$ cat src/rtl/regfile_pkg.sv
// rtl/regfile_pkg.sv - shared constants and state type for the register-bank write arbiter
package regfile_pkg;

  localparam int XLEN  = 32;
  localparam int AW    = 5;
  localparam int NREGS = 32;

  typedef enum logic {
    RUN   = 1'b0,
    CLEAR = 1'b1
  } wb_state_t;

endpackage

$ cat src/rtl/rr_arbiter.sv
// rtl/rr_arbiter.sv - combinational round-robin picker: first set request at or after ptr, wrapping
module rr_arbiter #(
  parameter int N = 3
) (
  input  logic [N-1:0] req,
  input  logic [1:0]   ptr,
  output logic [N-1:0] gnt,
  output logic [1:0]   gnt_idx,
  output logic         gnt_valid
);

  logic [2:0] sum;
  logic [1:0] cand;

  always_comb begin
    gnt       = '0;
    gnt_idx   = '0;
    gnt_valid = 1'b0;
    sum       = '0;
    cand      = '0;
    for (int off = 0; off < N; off++) begin
      // ptr + off never exceeds 2*N-2, so one subtraction is enough to wrap
      sum = {1'b0, ptr} + 3'(off);
      if (sum >= 3'(N)) begin
        sum = sum - 3'(N);
      end
      cand = sum[1:0];
      if (!gnt_valid && req[cand]) begin
        gnt_valid = 1'b1;
        gnt[cand] = 1'b1;
        gnt_idx   = cand;
      end
    end
  end

endmodule

$ cat src/rtl/regfile_write_arbiter.sv
// rtl/regfile_write_arbiter.sv - shares the register bank write port among NREQ requesters
// and runs the x1..x31 clear sequence; bank write inputs come straight from flops.
module regfile_write_arbiter #(
  parameter int NREQ = 3,
  parameter int XLEN = regfile_pkg::XLEN,
  parameter int AW   = regfile_pkg::AW
) (
  input  logic                 clk,
  input  logic                 rst,
  input  logic [NREQ-1:0]      req_valid,
  output logic [NREQ-1:0]      req_ready,
  input  logic [NREQ*AW-1:0]   req_addr,
  input  logic [NREQ*XLEN-1:0] req_data,
  input  logic                 clr_start,
  output logic                 clr_busy,
  output logic                 we3,
  output logic [AW-1:0]        wa3,
  output logic [XLEN-1:0]      wd3,
  output logic [1:0]           grant_id
);

  import regfile_pkg::*;

  wb_state_t       state_q, state_d;
  logic            we3_q, we3_d;
  logic [AW-1:0]   wa3_q, wa3_d;
  logic [XLEN-1:0] wd3_q, wd3_d;
  logic [1:0]      grant_id_q, grant_id_d;
  logic [1:0]      rr_ptr_q, rr_ptr_d;
  logic [AW-1:0]   clr_cnt_q, clr_cnt_d;

  logic [NREQ-1:0] gnt;
  logic [1:0]      gnt_idx;
  logic            gnt_valid;
  logic [NREQ-1:0] ready_int;

  logic [AW-1:0]   addr_arr [NREQ];
  logic [XLEN-1:0] data_arr [NREQ];

  for (genvar i = 0; i < NREQ; i++) begin : g_unpack
    assign addr_arr[i] = req_addr[i*AW +: AW];
    assign data_arr[i] = req_data[i*XLEN +: XLEN];
  end

  rr_arbiter #(
    .N(NREQ)
  ) u_rr_arbiter (
    .req      (req_valid),
    .ptr      (rr_ptr_q),
    .gnt      (gnt),
    .gnt_idx  (gnt_idx),
    .gnt_valid(gnt_valid)
  );

  always_comb begin
    state_d    = state_q;
    we3_d      = 1'b0;
    wa3_d      = wa3_q;
    wd3_d      = wd3_q;
    grant_id_d = grant_id_q;
    rr_ptr_d   = rr_ptr_q;
    clr_cnt_d  = clr_cnt_q;
    ready_int  = '0;

    case (state_q)
      RUN: begin
        if (clr_start) begin
          // clear takes priority: no handshake in the cycle it starts
          state_d   = CLEAR;
          we3_d     = 1'b1;
          wa3_d     = AW'(1);
          wd3_d     = '0;
          clr_cnt_d = AW'(1);
        end else if (gnt_valid) begin
          ready_int  = gnt;
          we3_d      = (addr_arr[gnt_idx] != '0);
          wa3_d      = addr_arr[gnt_idx];
          wd3_d      = data_arr[gnt_idx];
          grant_id_d = gnt_idx;
          rr_ptr_d   = (gnt_idx == 2'(NREQ - 1)) ? 2'd0 : gnt_idx + 2'd1;
        end
      end

      CLEAR: begin
        if (clr_cnt_q == AW'(NREGS - 1)) begin
          state_d   = RUN;
          clr_cnt_d = '0;
        end else begin
          we3_d     = 1'b1;
          wa3_d     = clr_cnt_q + AW'(1);
          wd3_d     = '0;
          clr_cnt_d = clr_cnt_q + AW'(1);
        end
      end

      default: state_d = RUN;
    endcase
  end

  always_ff @(posedge clk or negedge rst) begin
    if (!rst) begin
      state_q    <= RUN;
      we3_q      <= 1'b0;
      wa3_q      <= '0;
      wd3_q      <= '0;
      grant_id_q <= '0;
      rr_ptr_q   <= '0;
      clr_cnt_q  <= '0;
    end else begin
      state_q    <= state_d;
      we3_q      <= we3_d;
      wa3_q      <= wa3_d;
      wd3_q      <= wd3_d;
      grant_id_q <= grant_id_d;
      rr_ptr_q   <= rr_ptr_d;
      clr_cnt_q  <= clr_cnt_d;
    end
  end

  // ready is combinational, so it must also drop as soon as reset asserts
  assign req_ready = rst ? ready_int : '0;
  assign clr_busy  = (state_q == CLEAR);
  assign we3       = we3_q;
  assign wa3       = wa3_q;
  assign wd3       = wd3_q;
  assign grant_id  = grant_id_q;

endmodule

$ cat config.mk
export PLATFORM = sky130hd
export DESIGN_NAME = regfile_write_arbiter
export DESIGN_NICKNAME = d
export VERILOG_FILES = /design/src/rtl/regfile_pkg.sv /design/src/rtl/rr_arbiter.sv /design/src/rtl/regfile_write_arbiter.sv
export SDC_FILE = /design/constraint.sdc
export NUM_CORES = 1
export LEC_CHECK = 0
export BUFFER_PORTS_ARGS = -buffer_cell sky130_fd_sc_hd__buf_2
export CAP_MARGIN = 20
export CORE_MARGIN = 4
export CORE_UTILIZATION = 45
export CTS_CLUSTER_SIZE = 10
export DETAILED_ROUTE_END_ITERATION = 12
export GPL_ROUTABILITY_DRIVEN = 0
export PLACE_DENSITY = 0.81
export REMOVE_ABC_BUFFERS = 1
export SYNTH_ARGS = -nofsm -noshare
export SYNTH_HDL_FRONTEND = slang
export SYNTH_HIERARCHICAL = 1
export SYNTH_SLANG_ARGS = --single-unit
$ cat constraint.sdc
create_clock -name clk -period 3.19 [get_ports clk]
set_input_delay 0.4785 -clock clk [delete_from_list [all_inputs] [get_ports clk]]
set_output_delay 0.4785 -clock clk [all_outputs]
set_load 0.01 [all_outputs]
## Yosys cells after proc, flatten, opt, wreduce, memory -nomap -nowiden

Index checks and enable logic that the tools add are counted.

- Register bits after elaboration: 48
- Input port bits: 117
- Output and inout bits: 44
- Word-level logic and storage cells: 96

- Add/subtract/negate cells: 7
- $lt $le $gt $ge: 10
- Eq/ne operators: 5
- Mux-type cells: 52
- Bitwise operators: 5
- Reductions and logical operators: 10

Operator list:

| operator | number |
|---|---|
| 32-bit 2-to-1 mux | 5 |
| 32-bit binary-select mux with 2-bit select | 1 |
| 32-bit one-hot mux with 2 select lines | 1 |
| 5-bit 2-to-1 mux | 7 |
| 3-bit 2-to-1 mux | 7 |
| 5-bit one-hot mux with 2 select lines | 2 |
| 2-bit 2-to-1 mux | 7 |
| 1-bit 2-to-1 mux | 13 |
| 5-bit binary-select mux with 2-bit select | 1 |
| 2-bit by 3-bit less-than comparator with 1-bit output, second input constant | 3 |
| 1-bit binary-select mux with 2-bit select | 3 |
| 1-bit demux with 2-bit select | 3 |
| 2-bit by 1-bit greater-or-equal comparator with 1-bit output, second input constant | 3 |
| 3-bit by 2-bit greater-or-equal comparator with 1-bit output, second input constant | 2 |
| 3-bit bitwise OR | 2 |
| 2-bit subtractor, second input constant | 3 |
| 5-bit by 1-bit adder with 5-bit output, second input constant | 1 |
| 5-bit == test, second input constant | 1 |
| 1-bit logical AND | 5 |
| 5-bit nonzero test | 1 |
| 2-bit != test, second input constant | 2 |
| 1-bit one-hot mux with 2 select lines | 2 |
| 2-bit by 1-bit adder with 3-bit output, second input constant | 1 |
| 2-bit by 2-bit adder with 3-bit output, second input constant | 1 |
| 10 further kinds | 12 |

## Logic depth before layout (Yosys ltp)

- Word-level depth: 19
- Mapped depth: 13

## Modules after synthesis

Netlist, hierarchy kept.

Modules (own cells, without submodules):

| module | times used | cells each | area each (um^2) | seq. area each (um^2) |
|---|---|---|---|---|
| regfile_write_arbiter | 1 | 275 | 2613.8 | 1201.2 |
| rr_arbiter | 1 | 41 | 281.5 | 0.0 |

## Worst setup path after synthesis

OpenSTA, ideal clock, no wires.

- Path kind: register -> register
- From: reg rr_ptr_q[1]
- To: reg we3_q, in the netlist we3
- Setup time: 127 ps
- Data arrival time: 2325 ps
- Data required time: 3063 ps
- Path slack: 739 ps
- Cell stages (with the launch flop): 13
- Clock period less this slack: 2451 ps
- Path through: dfrtp_1 inv_1 ha_1 buf_6 mux2i_4 or2_2 a21oi_1 a21oi_1 buf_2 mux2_4 a221o_1 nor3b_1 a21oi_1

- Cells in the longest elaborated chain, start to end: 19
- Elaborated cells between the ends (all ways): 35
- Those cells by class: add/sub: 5; order compare: 3; mux: 21; bitwise: 1; reduce/logical: 5

RTL lines:

| what | line | source |
|---|---|---|
| from (decl) | regfile_write_arbiter.sv:29 | `logic [1:0] rr_ptr_q, rr_ptr_d;` |
| from (signal assigned) | regfile_write_arbiter.sv:115 | `rr_ptr_q <= rr_ptr_d;` |
| parallel branches: the longest is 10 deep, another holds 2-bit by 1-bit adder with 3-bit output | - |  |
| 2-bit 2-to-1 mux * | rr_arbiter.sv:28 | `if (!gnt_valid && req[cand]) begin` |
| named net gnt_idx[0] | regfile_write_arbiter.sv:33 | `logic [1:0] gnt_idx;` |
| 2-bit inverter with 3-bit output (not written as such) * | regfile_write_arbiter.sv:76 | `we3_d = (addr_arr[gnt_idx] != '0);` |
| 5-bit binary-select mux with 2-bit select * | regfile_write_arbiter.sv:76 |  |
| 5-bit 2-to-1 mux (not written as such) * (2 in a row) | regfile_write_arbiter.sv:76 |  |
| 5-bit nonzero test * | regfile_write_arbiter.sv:76 |  |
| 1-bit 2-to-1 mux * | regfile_write_arbiter.sv:74 | `end else if (gnt_valid) begin` |
| 1-bit 2-to-1 mux * | regfile_write_arbiter.sv:67 | `if (clr_start) begin` |
| 1-bit one-hot mux with 2 select lines * | regfile_write_arbiter.sv:65 | `case (state_q)` |
| named net we3_d | regfile_write_arbiter.sv:25 | `logic we3_q, we3_d;` |
| to (signal assigned) | regfile_write_arbiter.sv:111 | `we3_q <= we3_d;` |
| to (decl) | regfile_write_arbiter.sv:25 |  |

Mark *: on every way through the listed nets, which the timed path passes. The select of a mux whose other input is x is not followed.
A chain may end at the register's enable or synchronous reset.

## Final worst setup path

- From: reg rr_ptr_q[1]
- To: out req_ready[0]

- Cells in the longest elaborated chain, start to end: 15
- Elaborated cells between the ends (all ways): 48
- Those cells by class: add/sub: 5; order compare: 9; mux: 25; bitwise: 2; reduce/logical: 7

RTL lines:

| what | line | source |
|---|---|---|
| parallel branches: the longest is 10 deep, another holds 2-bit by 1-bit adder with 3-bit output | - |  |
| 1-bit 2-to-1 mux * | rr_arbiter.sv:28 |  |
| named net gnt_valid | regfile_write_arbiter.sv:34 | `logic gnt_valid;` |
| 3-bit 2-to-1 mux * | regfile_write_arbiter.sv:74 |  |
| 3-bit 2-to-1 mux * | regfile_write_arbiter.sv:67 |  |
| 3-bit 2-to-1 mux * | regfile_write_arbiter.sv:65 |  |
| 3-bit 2-to-1 mux * | regfile_write_arbiter.sv:121 | `assign req_ready = rst ? ready_int : '0;` |
| to (decl) | regfile_write_arbiter.sv:11 | `output logic [NREQ-1:0] req_ready,` |

Marks and branches as above.

==> metrics.log <==
INFO  metric outcome = finished, final reports clean
INFO  metric routedWlPerCell = 14.9 microns
INFO  metric timing.reg2reg.setup_slack = 0.36 ns
INFO  metric track_usage = 21.0%
INFO  metric synth_async_sr_flop_share = 100%
INFO  metric antenna_cells = 0
INFO  metric grt_start_max_net_pins = 30
INFO  metric cp_max_fo = 8
INFO  metric cp_cell_sequence = inv_1, ha_2, mux2i_4, o21ai_2, or3_1, and2_4, and3_1, buf_2
INFO  metric post_synth.cell_area_avg = 9.16 sq um
INFO  metric worstRegToRegCells = 11
INFO  metric vias_in_the_first_global_route = roughly 2800
INFO  metric core_region_area = 6100 sq um
INFO  metric cp.required = 2.71 ns
INFO  metric placedInstanceArea = roughly 3800 sq um
INFO  metric cap_violations = 0
INFO  metric floorplan.die.height = 88.2 microns
INFO  metric synth.yosys.seq_area_share = 41.5%
INFO  metric synth-warning-count = 6
INFO  metric initial_core_util = a little under half
INFO  metric final-max-slew-violation-count = 0
INFO  metric numCtsBuffers = 5
INFO  metric stdcell_area = 3870 sq um
INFO  metric clock-skew-final = ~0.0095 ns
INFO  metric final-hold-violation-count = 0
INFO  metric normalized_max_slew_margin = 56.9%
INFO  metric critical_path.reg2reg.endpoint = we3
INFO  metric layout-drive-gt1-share = between 40% and 50%
INFO  metric die_area = slightly below 8000 sq um
INFO  metric grt_antenna_before_repair = 0
INFO  metric area_growth_syn_to_layout = 33.7%
INFO  metric die-width = 88.2 microns
INFO  metric min-delay-path-class = input pin to async pin
INFO  metric finalCoreUtilization = between 60% and 70%
INFO  metric clock_tree.root_cell = clkbuf_8
INFO  metric fillers = 538
INFO  metric core.rowCount = 28
INFO  metric dpl.cell_count = 539
INFO  metric placed_wire_length_estimate = around 6400 microns
INFO  metric max-clock-path-buffers = 2
INFO  metric leakagePower = 2.04 nW
INFO  metric detail_route.first_pass.iterations = 4
INFO  metric worstMarginPinSlew = between 0.6 and 0.7 ns
INFO  metric mostFrequentLayoutCells = buf_2, dfrtp_1, mux2i_1, nand2_1, nor2_1
INFO  metric crit_slowest_cell = or3_1
INFO  metric cts.repair_timing.setup_buffer_count = 0
INFO  metric multiInputGateArea = 1590 sq um
INFO  metric layout_setup_ws = ~0.18 ns
INFO  metric synth_edf_count = 0
INFO  metric cp.arrival = 2.53 ns
INFO  metric mappedNetlistArea = 2900 sq um
INFO  metric vdd_ir_drop_max = 0.725 mV
INFO  metric numPortBuffers = 160
INFO  metric area.sequential = 1200 sq um
INFO  metric ys_dominant_reg_cell = dfrtp_1
INFO  metric layout.nets = 594
INFO  metric detail_route.iter0.violations = roughly 120
INFO  metric worst-setup-path-type = flip-flop to primary output
INFO  metric launch_point_of_the_worst_path = rr_ptr_q[1]
INFO  metric timing.critical_path.to = req_ready[0]
INFO  metric start_kind = flip-flop
INFO  metric floorplan.io_pins = 161
INFO  metric synth_cell_types = between 40 and 50
INFO  metric preCtsSetupSlack = 0.330 ns
INFO  metric htree_levels = 2
INFO  metric finalHoldWorstSlack = 0.135 ns
INFO  metric wl = 8160 microns
INFO  metric timing.final.crit_share = a little over nine tenths
INFO  metric detailed_route_via_count = 2910
INFO  metric achievable-frequency = 332 MHz
INFO  metric drt.antenna.violating_nets = 0
INFO  metric powerDensity = 716 nW/um^2
INFO  metric detail_route.drc_violations = 0
INFO  metric num_clock_sinks = between 40 and 50
INFO  metric setup-violations-final = 0
INFO  metric tritoncts = yes
INFO  metric syn_inst = 316
INFO  metric worst_setup_path_end_kind = primary output
INFO  metric synth.ff_latch_count = 48
INFO  metric final_common_cell = buf_2
INFO  metric clkSlewWorstSetupHoldPaths = roughly 0.10 ns
INFO  metric finalNonFillerCells = approximately 550
INFO  metric setup_repair_after_global_routing_missed_its_margin = false
INFO  metric wire_length_of_the_first_global_routing_pass = 12900 microns
INFO  metric clk_latency = about 0.3 ns
INFO  metric global_route.overflow_total = 0
INFO  metric timing.final.crit_period = 3.01 ns
INFO  metric r2r_start = rr_ptr_q[0]
INFO  metric vias_per_cell = 5.32
INFO  metric critical-path-max-stage-delay = 0.48 ns
critical path, delay by kind of cell (launching register included):
| family | cells | cell delay [ns] |
|---|---|---|
| flip-flops | 1 | 0.43 |
| multiplexers | 1 | 0.29 |
| AO/OA/AOI/OAI | 1 | 0.13 |
| AND/OR/NAND/NOR | 3 | 0.84 |
| adder cells (fa/ha/maj) | 1 | 0.30 |
| buffers and inverters | 2 | 0.23 |
logic make-up (layout without fill, tap and decap cells):
group / Yosys count / count (layout) / synth area share [%]
buffers and inverters: 26 / 182 / 4.58
adder cells (fa/ha/maj): 6 / 6 / 2.59
multiplexers: 40 / 40 / 14.4
AND/OR/NAND/NOR: 99 / 99 / 15.6
AO/OA/AOI/OAI: 95 / 95 / 20.7
XOR/XNOR: 2 / 2 / 0.605
flip-flops: 48 / 48 / 41.5
layer usage:
layer / vias up / share of wire, % / GRT usage (%)
met1: 1350 / 41 / 26.3
li1: 1440 / - / -
met5: - / 0 / 0
met3: 14 / 6.9 / 4.38
met4: 0 / 1.6 / 6.46
met2: 106 / 51 / 36.6
cells in the mapped netlist, types with 2 or more instances:
library cell | count | area share, %
buf_6 | 2 | 0.78
nand3_1 | 2 | 0.35
inv_1 | 5 | 0.65
a21oi_1 | 28 | 4.8
o21ai_0 | 35 | 6.1
clkbuf_1 | 3 | 0.39
a22oi_1 | 4 | 1.0
mux2i_1 | 38 | 13
nand2b_1 | 3 | 0.65
buf_2 | 13 | 2.2
buf_1 | 2 | 0.26
and3_1 | 4 | 0.86
ha_1 | 6 | 2.6
nand2_1 | 38 | 4.9
o2bb2ai_1 | 4 | 1.2
nand3b_1 | 3 | 0.78
a221o_1 | 13 | 4.5
nor3_1 | 4 | 0.69
dfrtp_1 | 48 | 41
nor2b_1 | 2 | 0.43
nor2_1 | 36 | 4.7
o31ai_1 | 2 | 0.52
final cells by class:
cell class / count / area share (%)
multi-input combinational: 242 / 41.1
sequential: 48 / 31.0
timing repair buffer: 169 / 22.4
tap: 75 / 2.42
clock buffer: 6 / 2.13
inverter: 5 / 0.485
clock inverter: 2 / 0.388
flip-flops by register name (all words and copies together) (netlist names):
signal and cells:
clr_busy 1, clr_cnt_q 5, grant_id 2, rr_ptr_q 2, wa3 5, wd3 32, we3 1
repair_timing:
item | 4_1_cts | 5_1_grt
gates resized for setup | 0 | 1
endpoints found under the setup margin | 0 | 3
hold buffers | 0 | 0
per-stage QoR:
| step | setup TNS (ns) | total power, mW |
|---|---|---|
| finish | 0 | 2.77 |
| global route | 0 | 3.00 |
| CTS | 0 | 2.79 |
| detailed placement | 0 | 2.40 |
| global placement | 0 | 2.34 |
| floorplan | -92.19 | 1.98 |
worst min-delay path by stage:
stage | slack [ns] | from | depth (start not counted) | end
after floorplan | 0.18 | rst | 0 | clr_busy
after global routing | 0.16 | rst | 1 | rr_ptr_q[1]
after CTS | 0.14 | rst | 1 | wd3[15]
after global placement | 0.46 | wa3[2] | 2 | wa3[2]
final | 0.13 | rst | 1 | wd3[15]
after detailed placement | 0.46 | wd3[12] | 2 | wd3[12]
power breakdown:
| part | total, mW | internal, mW | switching [mW] |
|---|---|---|---|
| sequential | 0.794 | 0.714 | 0.0806 |
| clock | 0.388 | 0.176 | 0.212 |
| combinational | 1.59 | 0.686 | 0.904 |
| total | 2.77 | 1.58 | 1.20 |
No activity file was read; power rests on OpenSTA's default activity.
